**config.mk**
```make
export PLATFORM = sky130hd
export DESIGN_NAME = heater_ramp_ctrl
export DESIGN_NICKNAME = d
export VERILOG_FILES = /design/src/rtl/heater_ramp_ctrl.sv
export SDC_FILE = /design/constraint.sdc
export NUM_CORES = 1
export LEC_CHECK = 0
export CELL_PAD_IN_SITES_DETAIL_PLACEMENT = 1
export CELL_PAD_IN_SITES_GLOBAL_PLACEMENT = 2
export CORE_AREA = 8 8 160 178
export CTS_CLUSTER_SIZE = 40
export DETAILED_ROUTE_END_ITERATION = 10
export DIE_AREA = 0 0 168 186
export GPL_TIMING_DRIVEN = 1
export PLACE_DENSITY_LB_ADDON = 0.1
export REMOVE_ABC_BUFFERS = 1
export SYNTH_ARGS = -nofsm -noshare
export SYNTH_HDL_FRONTEND = slang
export SYNTH_SLANG_ARGS = --single-unit
```
**constraint.sdc**
```tcl
create_clock -name axi_aclk -period 2.5 [get_ports axi_aclk]
set_clock_uncertainty 0.05 [all_clocks]
set_input_delay 0.25 -clock axi_aclk [delete_from_list [all_inputs] [get_ports axi_aclk]]
set_output_delay 0.25 -clock axi_aclk [all_outputs]
set_load 0.1 [all_outputs]
```
**src/rtl/heater_ramp_ctrl.sv**
```systemverilog
// heater_ramp_ctrl: turns requested heater channels on one at a time with a dwell between them,
// and synchronizes/latches heater errors. Macro HEATER_RAMP_AUTO_TRIP_EN adds a global TRIP state.
module heater_ramp_ctrl #(
  parameter int Nchan  = 32,
  parameter int Ndwell = 1024,
  parameter int Ncnt   = 8
) (
  input  logic             axi_aclk,
  input  logic             axi_aresetn,
  input  logic [Nchan-1:0] enable_req,
  input  logic [Nchan-1:0] err_clear,
  input  logic             cnt_clear,
  input  logic [Nchan-1:0] heater_error_in,
  output logic [Nchan-1:0] heater_enable,
  output logic [Nchan-1:0] err_sticky,
  output logic [Ncnt-1:0]  err_count,
  output logic             ramp_busy,
  output logic [1:0]       fsm_state
);

  localparam int CW = (Ndwell > 1) ? $clog2(Ndwell) : 1;
  localparam logic [CW-1:0]   DWELL_LOAD = CW'(Ndwell - 1);
  localparam logic [Ncnt-1:0] CNT_MAX    = '1;

`ifdef HEATER_RAMP_AUTO_TRIP_EN
  typedef enum logic [1:0] {
    IDLE  = 2'd0,
    DWELL = 2'd1,
    TRIP  = 2'd2
  } state_t;
`else
  typedef enum logic [1:0] {
    IDLE  = 2'd0,
    DWELL = 2'd1
  } state_t;
`endif

  state_t            state_reg, state_next;
  logic [CW-1:0]     dwell_reg, dwell_next;
  logic [Nchan-1:0]  enable_reg, enable_next;
  logic [Nchan-1:0]  sticky_reg, sticky_next;
  logic [Ncnt-1:0]   count_reg, count_next;
  logic [Nchan-1:0]  rise;
  logic [Nchan-1:0]  pend;
  logic [Nchan-1:0]  first_pend;
  logic [Nchan-1:0]  turn_on;

  // Per channel: two synchronizer flops, then the edge register pair (cur/prev).
  for (genvar gi = 0; gi < Nchan; gi++) begin : g_err_sync
    logic sync1_reg;
    logic sync2_reg;
    logic cur_reg;
    logic prev_reg;

    always_ff @(posedge axi_aclk) begin
      if (!axi_aresetn) begin
        sync1_reg <= 1'b0;
        sync2_reg <= 1'b0;
        cur_reg   <= 1'b0;
        prev_reg  <= 1'b0;
      end else begin
        sync1_reg <= heater_error_in[gi];
        sync2_reg <= sync1_reg;
        cur_reg   <= sync2_reg;
        prev_reg  <= cur_reg;
      end
    end

    assign rise[gi] = cur_reg & ~prev_reg;
  end

  assign pend       = enable_req & ~enable_reg & ~sticky_reg;
  assign first_pend = pend & (~pend + Nchan'(1));

  always_comb begin
    state_next = state_reg;
    dwell_next = dwell_reg;
    turn_on    = '0;

    case (state_reg)
      IDLE: begin
        if (|pend) begin
          turn_on    = first_pend;
          dwell_next = DWELL_LOAD;
          state_next = DWELL;
        end
      end
      DWELL: begin
        if (dwell_reg == '0) begin
          state_next = IDLE;
        end else begin
          dwell_next = dwell_reg - CW'(1);
        end
      end
`ifdef HEATER_RAMP_AUTO_TRIP_EN
      TRIP: begin
        if (sticky_reg == '0) begin
          state_next = IDLE;
        end
      end
`endif
      default: state_next = IDLE;
    endcase

    // Turn-offs and faulted channels apply in every state; a fault beats a same-cycle turn-on.
    enable_next = ((enable_reg & enable_req) | turn_on) & ~rise;

`ifdef HEATER_RAMP_AUTO_TRIP_EN
    if (|rise) begin
      state_next  = TRIP;
      enable_next = '0;
    end else if (state_reg == TRIP) begin
      enable_next = '0;
    end
`endif

    sticky_next = (sticky_reg & ~err_clear) | rise;

    count_next = count_reg;
    if (cnt_clear) begin
      count_next = '0;
    end else if ((|rise) && (count_reg != CNT_MAX)) begin
      count_next = count_reg + Ncnt'(1);
    end
  end

  always_ff @(posedge axi_aclk) begin
    if (!axi_aresetn) begin
      state_reg  <= IDLE;
      dwell_reg  <= '0;
      enable_reg <= '0;
      sticky_reg <= '0;
      count_reg  <= '0;
    end else begin
      state_reg  <= state_next;
      dwell_reg  <= dwell_next;
      enable_reg <= enable_next;
      sticky_reg <= sticky_next;
      count_reg  <= count_next;
    end
  end

  assign heater_enable = enable_reg;
  assign err_sticky    = sticky_reg;
  assign err_count     = count_reg;
  assign fsm_state     = state_reg;
  assign ramp_busy     = (state_reg != IDLE);

endmodule

```
# Yosys cells after proc, flatten, opt, wreduce, memory -nomap -nowiden

Index checks and enable logic that the tools add are counted.

Flip-flop bits (word level): 212
Input port bits: 99
Word-level logic and storage cells: 237

Add/subtract/negate cells: 3
Equal/unequal tests: 5
Multiplexer cells: 8
Bitwise gates (word level): 78
Reductions and logical operators: 10

Operators with widths:

| operator                                                             | count |
|---|---|
| 32-bit AND                                                           | 6 |
| 32-bit NOT                                                           | 5 |
| 32-bit 2-to-1 mux                                                    | 2 |
| 32-bit bitwise OR                                                    | 2 |
| 32-bit OR reduction                                                  | 2 |
| 1-bit NOT                                                            | 33 |
| 32-bit by 1-bit adder with 32-bit output, second input constant      | 1 |
| 1-bit AND                                                            | 32 |
| 10-bit 2-to-1 mux                                                    | 2 |
| 10-bit case mux with 2 select lines                                  | 1 |
| 10-bit logical NOT                                                   | 1 |
| 10-bit by 1-bit subtractor with 10-bit output, second input constant | 1 |
| 8-bit by 1-bit adder with 8-bit output, second input constant        | 1 |
| 8-bit inequality test, second input constant                         | 1 |
| 2-bit inequality test, second input constant                         | 3 |
| 2-bit 2-to-1 mux                                                     | 2 |
| 2-bit case mux with 2 select lines                                   | 1 |
| 2-bit nonzero test                                                   | 2 |
| 3-bit AND reduction                                                  | 1 |
| 2-bit by 1-bit == test with 1-bit output, second input constant      | 1 |
| 2-bit logical NOT                                                    | 1 |
| 2-bit AND reduction                                                  | 1 |
| 2-bit OR reduction                                                   | 1 |
| 1-bit logical AND                                                    | 1 |

# Longest topological paths before layout

Gate-level depths: netlist (run 1).

Depth after elaboration: 10
Depth in mapped cells: 8
Mapped depth without buffers: 8

# Worst setup path before layout (run 1)

No wires, ideal clock.

Kind: flip-flop to flip-flop
From: register sticky_reg[25], in the netlist err_sticky[25]
To: register dwell_reg[1]
Arrival time: 2.890 ns
Slack: -0.562 ns
Stages on the path, launching flop included: 7
Clock period less this slack: 3.062 ns
Path through: dfxtp_1 nor2_1 a2111oi_4 nand4_4 or4_4 and2_4 o311a_1

Cells in the longest elaborated chain, start to end: 5

Ends and longest elaborated chain:

| element                                | RTL line | text |
|---|---|---|
| start: declaration                     | 41       | `logic [Nchan-1:0] sticky_reg, sticky_next;` |
| start signal: assignment               | 138      | `sticky_reg <= sticky_next;` |
| 32-bit NOT                             | 72       | `assign pend = enable_req & ~enable_reg & ~sticky_reg;` |
| 32-bit AND                             | 72       |  |
| 32-bit OR reduction                    | 82       | `if (\|pend) begin` |
| 2-bit inequality test (no source line) | -        |  |
| 3-bit AND reduction (no source line)   | -        |  |
| end signal: assignment                 | 136      | `dwell_reg <= dwell_next;` |
| end: declaration                       | 39       | `logic [CW-1:0] dwell_reg, dwell_next;` |

No other way between the ends.
A chain may end at the register's enable or synchronous reset.

# Worst setup path after layout (run 1)

Ends and elaborated chain as after synthesis.

==> metrics.cfg, run 1 <==
[setup_path]
cp_data_arrival_time_ps=2690
critPathCapture=dwell_reg[1]
start_kind=flip-flop
rr_startpoint=err_sticky[25]
worst_setup_path_end_kind=flip-flop
crit_required_ps=2840
critPathKind=reg -> reg
reg2reg_slack_ps=150
r2r_cells=6
reg2reg_to=dwell_reg[1]
crit_fanout=5
startpoint=err_sticky[25]

[placed_design]
placed_area_um2=9620
gp_congestion=0.752
dp_hpwl_um=16300
port_buffers=172
dp_slack_ps=-269

[routing]
firstDrtPassIters=4
routed_wl_um=21400
wl_per_cell_um=16.6
vias_per_cell=4.57
drc=0
via_count=5909
drt_iter0_markers=221
ant_nets=0

[floorplan]
die_area_um2=31200
initial_core_util=0.295
die_w_um=168
rows=62
core_um2=25500
ios=174
die_h_um=186

[sta]
hold_viol=0
final-max-slew-violation-count=0
setup_violations=0
worst_slew_pin_slew_ps=713
fmax_ghz=0.426
slew_headroom=0.523
period_minus_slack_ps=2350
layout_setup_ws_ps=154
fin_crit_sh=0.938
rsz0062_at_grt=no

[cts]
root_buffer=clkbuf_16
htree_levels=1
clkTransAtPathRegs_ps=60
cts_num_sinks=211
cts_buffers=23
tritoncts=yes
worstSkewPairLatency_ps=510
clockBufferDepth=3
postCtsSetupBuffers=0

[synth]
syn_avg_cell_area_um2=9.93
ys.flop_type=dfxtp_1
syn_inst=757
yosysSeqAreaShare=0.562
ys_ff_latch=211
syn_area_um2=7520
synth_async_sr_flop_share=0
yosys_warnings=0
synth_edf_count=0
synth.distinct_cells=59

[power]
total_power_mw=7.47
pwr_density_cell_nw_per_um2=722
vdd_ir_drop_max_mv=0.368
p_leak_nw=4.13

[worst_hold_path]
hold_start=axi_aresetn
min_path_type=in -> reg

[global_routing]
grt_max_degree=69
busiest_layer=met2
grt_pass1_vias=6457
met2_usage=0.241
grt_pass1_wl_um=34300
grt.met3_usage=0.0331
grt_use_total=0.135
met1_usage=0.161
antenna_found_initial=1
grt.overflow.total=0

[finish]
n_antenna_cell=0
nNetsFinal=1060
layout-drive-gt1-share=0.163
syn_to_final_growth_pct=37.5
fill_cells=2874
register_area_um2=4220
post-route-cell-area_um2=10300
multiInputGateArea_um2=3120

[run]
drv_cap=0

[run_status]
status=complete, no violations

-- per-stage QoR --
step                TNS, ps  cells  hold WS, ps   util
floorplan            -11700    726          316      -
global placement      -1530   1254          363  0.377
detailed placement    -3340   1254          370  0.377
CTS                       0   1292          121  0.405
global route              0   1292          127  0.405
finish                    0   1292          127  0.405
-- cells by family (layout without fill, tap and decap cells) --
group,Yosys count,after routing,synth area share
AND/OR/NAND/NOR,374,374,0.291
flip-flops,211,211,0.562
AO/OA/AOI/OAI,115,115,0.110
buffers and inverters,47,262,0.0246
XOR/XNOR,5,5,0.00582
adder cells (fa/ha/maj),2,2,0.00333
multiplexers,2,2,0.00283
other,1,1,0.000499
-- per-layer routing --
| metal | routed length (um) | vias to the layer above |
|---|---|---|
| met5 | 13 | - |
| met4 | 299 | 2 |
| met3 | 1110 | 27 |
| met2 | 10500 | 115 |
| met1 | 9480 | 2808 |
| li1 | - | 2957 |
-- cell usage after synthesis (2+ instances only) --
cell type	n	area (um^2)
a211oi_1	5	37.5
o211ai_1	2	15.0
o21a_1	2	15.0
a31oi_1	10	62.6
o21ai_1	4	20.0
nand2_1	15	56.3
nor4_1	5	31.3
and2_1	139	870
nor3_1	7	35.0
a21o_1	2	15.0
buf_4	2	15.0
inv_1	16	60.1
ha_1	2	25.0
clkbuf_1	28	105
o21ai_0	9	45.0
a21oi_1	24	120
o2111a_1	4	45.0
o31a_1	2	17.5
nor2_1	60	225
o31ai_1	2	15.0
nand3_1	33	165
nand4_1	11	68.8
nand2b_1	59	369
or3_1	2	12.5
a21boi_1	4	30.0
dfxtp_1	211	4220
xnor2_1	4	35.0
a21boi_0	28	210
or4_1	3	22.5
nor2b_1	3	18.8
a41oi_1	6	52.6
and3_1	4	25.0
nor3b_1	21	158
or2_2	3	18.8
-- area by class of cell --
cell class,instances,share of cell area
Clock inverter,6,0.00569
Tap cell,320,0.0387
Sequential cell,211,0.409
Timing Repair Buffer,208,0.177
Clock buffer,32,0.0628
Multi-Input combinational cell,499,0.301
Inverter,16,0.00581
-- critical path, stage by stage (launching register included) --
cell,delay [ps]
dfxtp_1,390
nor2_1,110
a2111oi_4,410
nand4_4,170
or4_4,590
and2_4,200
o311a_1,320
-- placed cells by master (no fill, tap or decap), drive strengths merged, types with 5 or more instances in the layout --
master and n:
dfxtp 211, and2 140, buf 111, clkdlybuf4s50 97, nor2 60, nand2b 59, nand3 33, a21boi 32
clkbuf 32, a21oi 24, nor3b 21, inv 17, nand2 15, o21ai 13, nand4 12, a31oi 10
nor3 7, nor4 7, a41oi 6, a211oi 5
-- where the power goes --
group	switching, mW	internal [mW]	total, mW	leakage [nW]
clock network	1.31	1.90	3.21	0.352
registers	0.0518	3.47	3.52	1.72
logic	0.411	0.329	0.740	2.05
-- worst min-delay path by stage --
stage / end / slack [ps] / depth (start not counted)
after global routing: err_sticky[17] / 130 / 2
after CTS: heater_enable[13] / 120 / 3
after global placement: g_err_sync[20].cur_reg / 360 / 1
after floorplan: heater_enable[30] / 320 / 2
after detailed placement: g_err_sync[24].sync2_reg / 370 / 1
final: heater_enable[13] / 130 / 3
-- timing repair --
action	4_1_cts	5_1_grt
hold endpoints to repair	0	0
resized for setup	0	1
setup endpoints to repair	0	6
hold buffers	0	0
Power figures use the tool's default switching activity.
==> inputs of run 2 (changes only) <==
--- a/config.mk
+++ b/config.mk
@@ -5,12 +5,13 @@
 export SDC_FILE = /design/constraint.sdc
 export NUM_CORES = 1
 export LEC_CHECK = 0
+export ABC_AREA = 1
 export CELL_PAD_IN_SITES_DETAIL_PLACEMENT = 1
 export CELL_PAD_IN_SITES_GLOBAL_PLACEMENT = 2
-export CORE_AREA = 8 8 160 178
+export CORE_AREA = 8 8 172 190
 export CTS_CLUSTER_SIZE = 40
 export DETAILED_ROUTE_END_ITERATION = 10
-export DIE_AREA = 0 0 168 186
+export DIE_AREA = 0 0 180 198
 export GPL_TIMING_DRIVEN = 1
 export PLACE_DENSITY_LB_ADDON = 0.1
 export REMOVE_ABC_BUFFERS = 1
==> metrics.cfg, run 2 <==
[run_status]
status=complete, no violations

[sta]
rsz0062_at_grt=no
fmax_ghz=0.508  ; +19%
slew_headroom=0.482  ; -0.0414
period_minus_slack_ps=1970  ; -377 ps
setup_violations=0  ; unchanged
final-max-slew-violation-count=0  ; unchanged
hold_viol=0  ; unchanged
fin_crit_sh=0.787  ; -0.151
worst_slew_pin_slew_ps=777  ; +63.7 ps

[finish]
layout_commonest_cell=nand2_1
n_antenna_cell=0  ; unchanged
layout.cells.non_filler=1692  ; +31%
nNetsFinal=1400  ; +32%
syn_to_final_growth_pct=35.1
layout-drive-gt1-share=0.125  ; -0.0374
final_cell_mix=nand2_1, inv_1, dfxtp_1
post-route-cell-area_um2=10900  ; +5.9%

[setup_path]
rr_startpoint=g_err_sync[3].prev_reg
r2r_cells=11  ; +5
startpoint=g_err_sync[3].prev_reg
crit_required_ps=2860  ; +20 ps
reg2reg_slack_ps=530  ; +380 ps
worst_setup_path_end_kind=flip-flop
critPathCapture=err_count[0]
start_kind=flip-flop
crit_fanout=9  ; +4
reg2reg_to=err_count[0]
critPathKind=reg -> reg
cp_data_arrival_time_ps=2330  ; -360 ps

[synth]
synth.distinct_cells=35  ; -41%
ys_ff_latch=211  ; unchanged
yosys_warnings=0  ; unchanged
syn_avg_cell_area_um2=7.23  ; -27%
yosysMostFrequentCell=nand2_1
yosys.area.top_type=dfxtp_1
yosysSeqAreaShare=0.521  ; -0.0403
yosysTopAreaCellShare=0.521  ; -0.0403
synth_edf_count=0  ; unchanged
synth_async_sr_flop_share=0  ; unchanged
synthTopCellsByArea=dfxtp_1, nand2_1, inv_1
syn_area_um2=8100  ; +7.7%
yosys-top-cells-count=nand2_1, inv_1, dfxtp_1
ys.flop_type=dfxtp_1
syn_inst=1121  ; +48%

[power]
pwr-share-clk=0.470  ; +0.041
switching_share=0.244  ; +0.00759
pwr_density_cell_nw_per_um2=752  ; +4.1%
vdd_ir_drop_max_mv=0.295  ; -20%
power_frac_seq=0.429  ; -0.042
p_int_mw=6.22  ; +9.1%
total_power_mw=8.23  ; +10%
p_comb_frac=0.101  ; +0.002
p_sw_mw=2.01  ; +14%
p_leak_nw=5.62  ; +36%

[floorplan]
die_w_um=180  ; +7.1%
initial_core_util=0.276  ; -0.0183
ios=174  ; unchanged
rows=66  ; +6.5%
die_h_um=198  ; +6.5%
die_area_um2=35600  ; +14%
core_um2=29300  ; +15%

[global_routing]
grt_pass1_vias=7240  ; +12%
grt.overflow.total=0  ; unchanged
grt_pass1_wl_um=38000  ; +11%
antenna_found_initial=1  ; unchanged
grt_max_degree=168  ; +140%
grt_use_total=0.132  ; -0.00341

[cts]
root_buffer=clkbuf_16
tritoncts=yes
cts_buffers=25  ; +8.7%
htree_levels=1  ; unchanged
clkTransAtPathRegs_ps=60  ; about the same
worstSkewPairLatency_ps=510  ; about the same
cts_num_sinks=211  ; unchanged
cts_resized=0  ; unchanged
ctsHoldBuffers=0  ; unchanged
postCtsSetupBuffers=0  ; unchanged
clockBufferDepth=3  ; unchanged

[routing]
vias_per_cell=4.17  ; -8.8%
firstDrtPassIters=4  ; unchanged
via_count=7061  ; +19%
drc=0  ; unchanged
wl_per_cell_um=14.1  ; -15%
drt_iter0_markers=176  ; -20%
routed_wl_um=23900  ; +12%
ant_nets=0  ; unchanged

[placed_design]
placed_area_um2=10100  ; +4.4%
port_buffers=172  ; unchanged
dp_hpwl_um=18100  ; +11%
gp_congestion=0.743  ; -1.2%
post-place-cells=1646  ; +31%

[worst_hold_path]
min_path_type=in -> reg

[run]
drv_cap=0  ; unchanged

run 2: changes by cell type in the layout (fill, tap and decap cells not counted), sizes merged, moves of 32 or more:
| cell | change |
|---|---|
| nor2 | +45 |
| inv | +221 |
| a21oi | +48 |
| a21boi | -32 |
| nand2 | +351 |
| nand2b | -59 |
| and2 | -139 |
run 2: metrics by stage:
stage / setup TNS, ps / hold WS, ps / utilization / worst slack (ps)
floorplan: -28920 / 293 / - / -969
global placement: 0 / 342 / 0.343 / 338
detailed placement: 0 / 349 / 0.343 / 343
CTS: 0 / 177 / 0.373 / 386
global route: 0 / 195 / 0.373 / 338
finish: 0 / 165 / 0.373 / 531
run 2: power by group through the flow:
stage / Clock, mW / Combinational, mW / Sequential, mW
6_report: 3.87 / 0.835 / 3.53
5_1_grt: 4.16 / 0.930 / 3.54
4_1_cts: 4.02 / 0.855 / 3.53
3_5_place_dp: 0 / 0.853 / 3.60
3_3_place_gp: 0 / 0.847 / 3.60
2_1_floorplan: 0 / 0.314 / 3.75
run 2: final cells by class:
class / instances / area [um^2]
Multi-Input combinational cell: 644 / 2860
Tap cell: 374 / 468
Clock inverter: 12 / 164
Sequential cell: 211 / 4220
Timing Repair Buffer: 180 / 1610
Clock buffer: 34 / 729
Fill cell: 3619 / 18400
Inverter: 237 / 890
run 2: metal layers:
layer	GRT usage	wire length, um
met3	0.0372	1470
met1	0.161	10800
met5	0	13
met2	0.225	11200
met4	0.0346	408
run 2: worst min-delay path by stage:
stage,from,cells after the start,endpoint
floorplan,axi_aresetn,2,g_err_sync[0].cur_reg
global placement,g_err_sync[8].sync1_reg,2,g_err_sync[8].sync2_reg
detailed placement,g_err_sync[10].sync1_reg,2,g_err_sync[10].sync2_reg
CTS,axi_aresetn,3,heater_enable[0]
global route,heater_error_in[22],3,g_err_sync[22].sync1_reg
finish,axi_aresetn,3,heater_enable[0]
run 2: cells by family after synthesis:
logic type / count (synthesis) / synth area share
simple gates: 548 / 0.288
buf+inv: 266 / 0.126
flops: 211 / 0.521
compound gates: 88 / 0.0564
xor+xnor: 5 / 0.00541
fa+ha+maj: 2 / 0.00309
other cells: 1 / 0.000463
run 2: worst max-delay path, cell delays in order (launching register included):
cell and delay, ps:
dfxtp_1 300, inv_1 30, nand2_1 100, nand2_1 90
nor3_1 240, nand2_1 160, nor2_1 250, nand2_1 140
nand2_1 260, inv_1 90, nor2_1 90, nor2_1 50
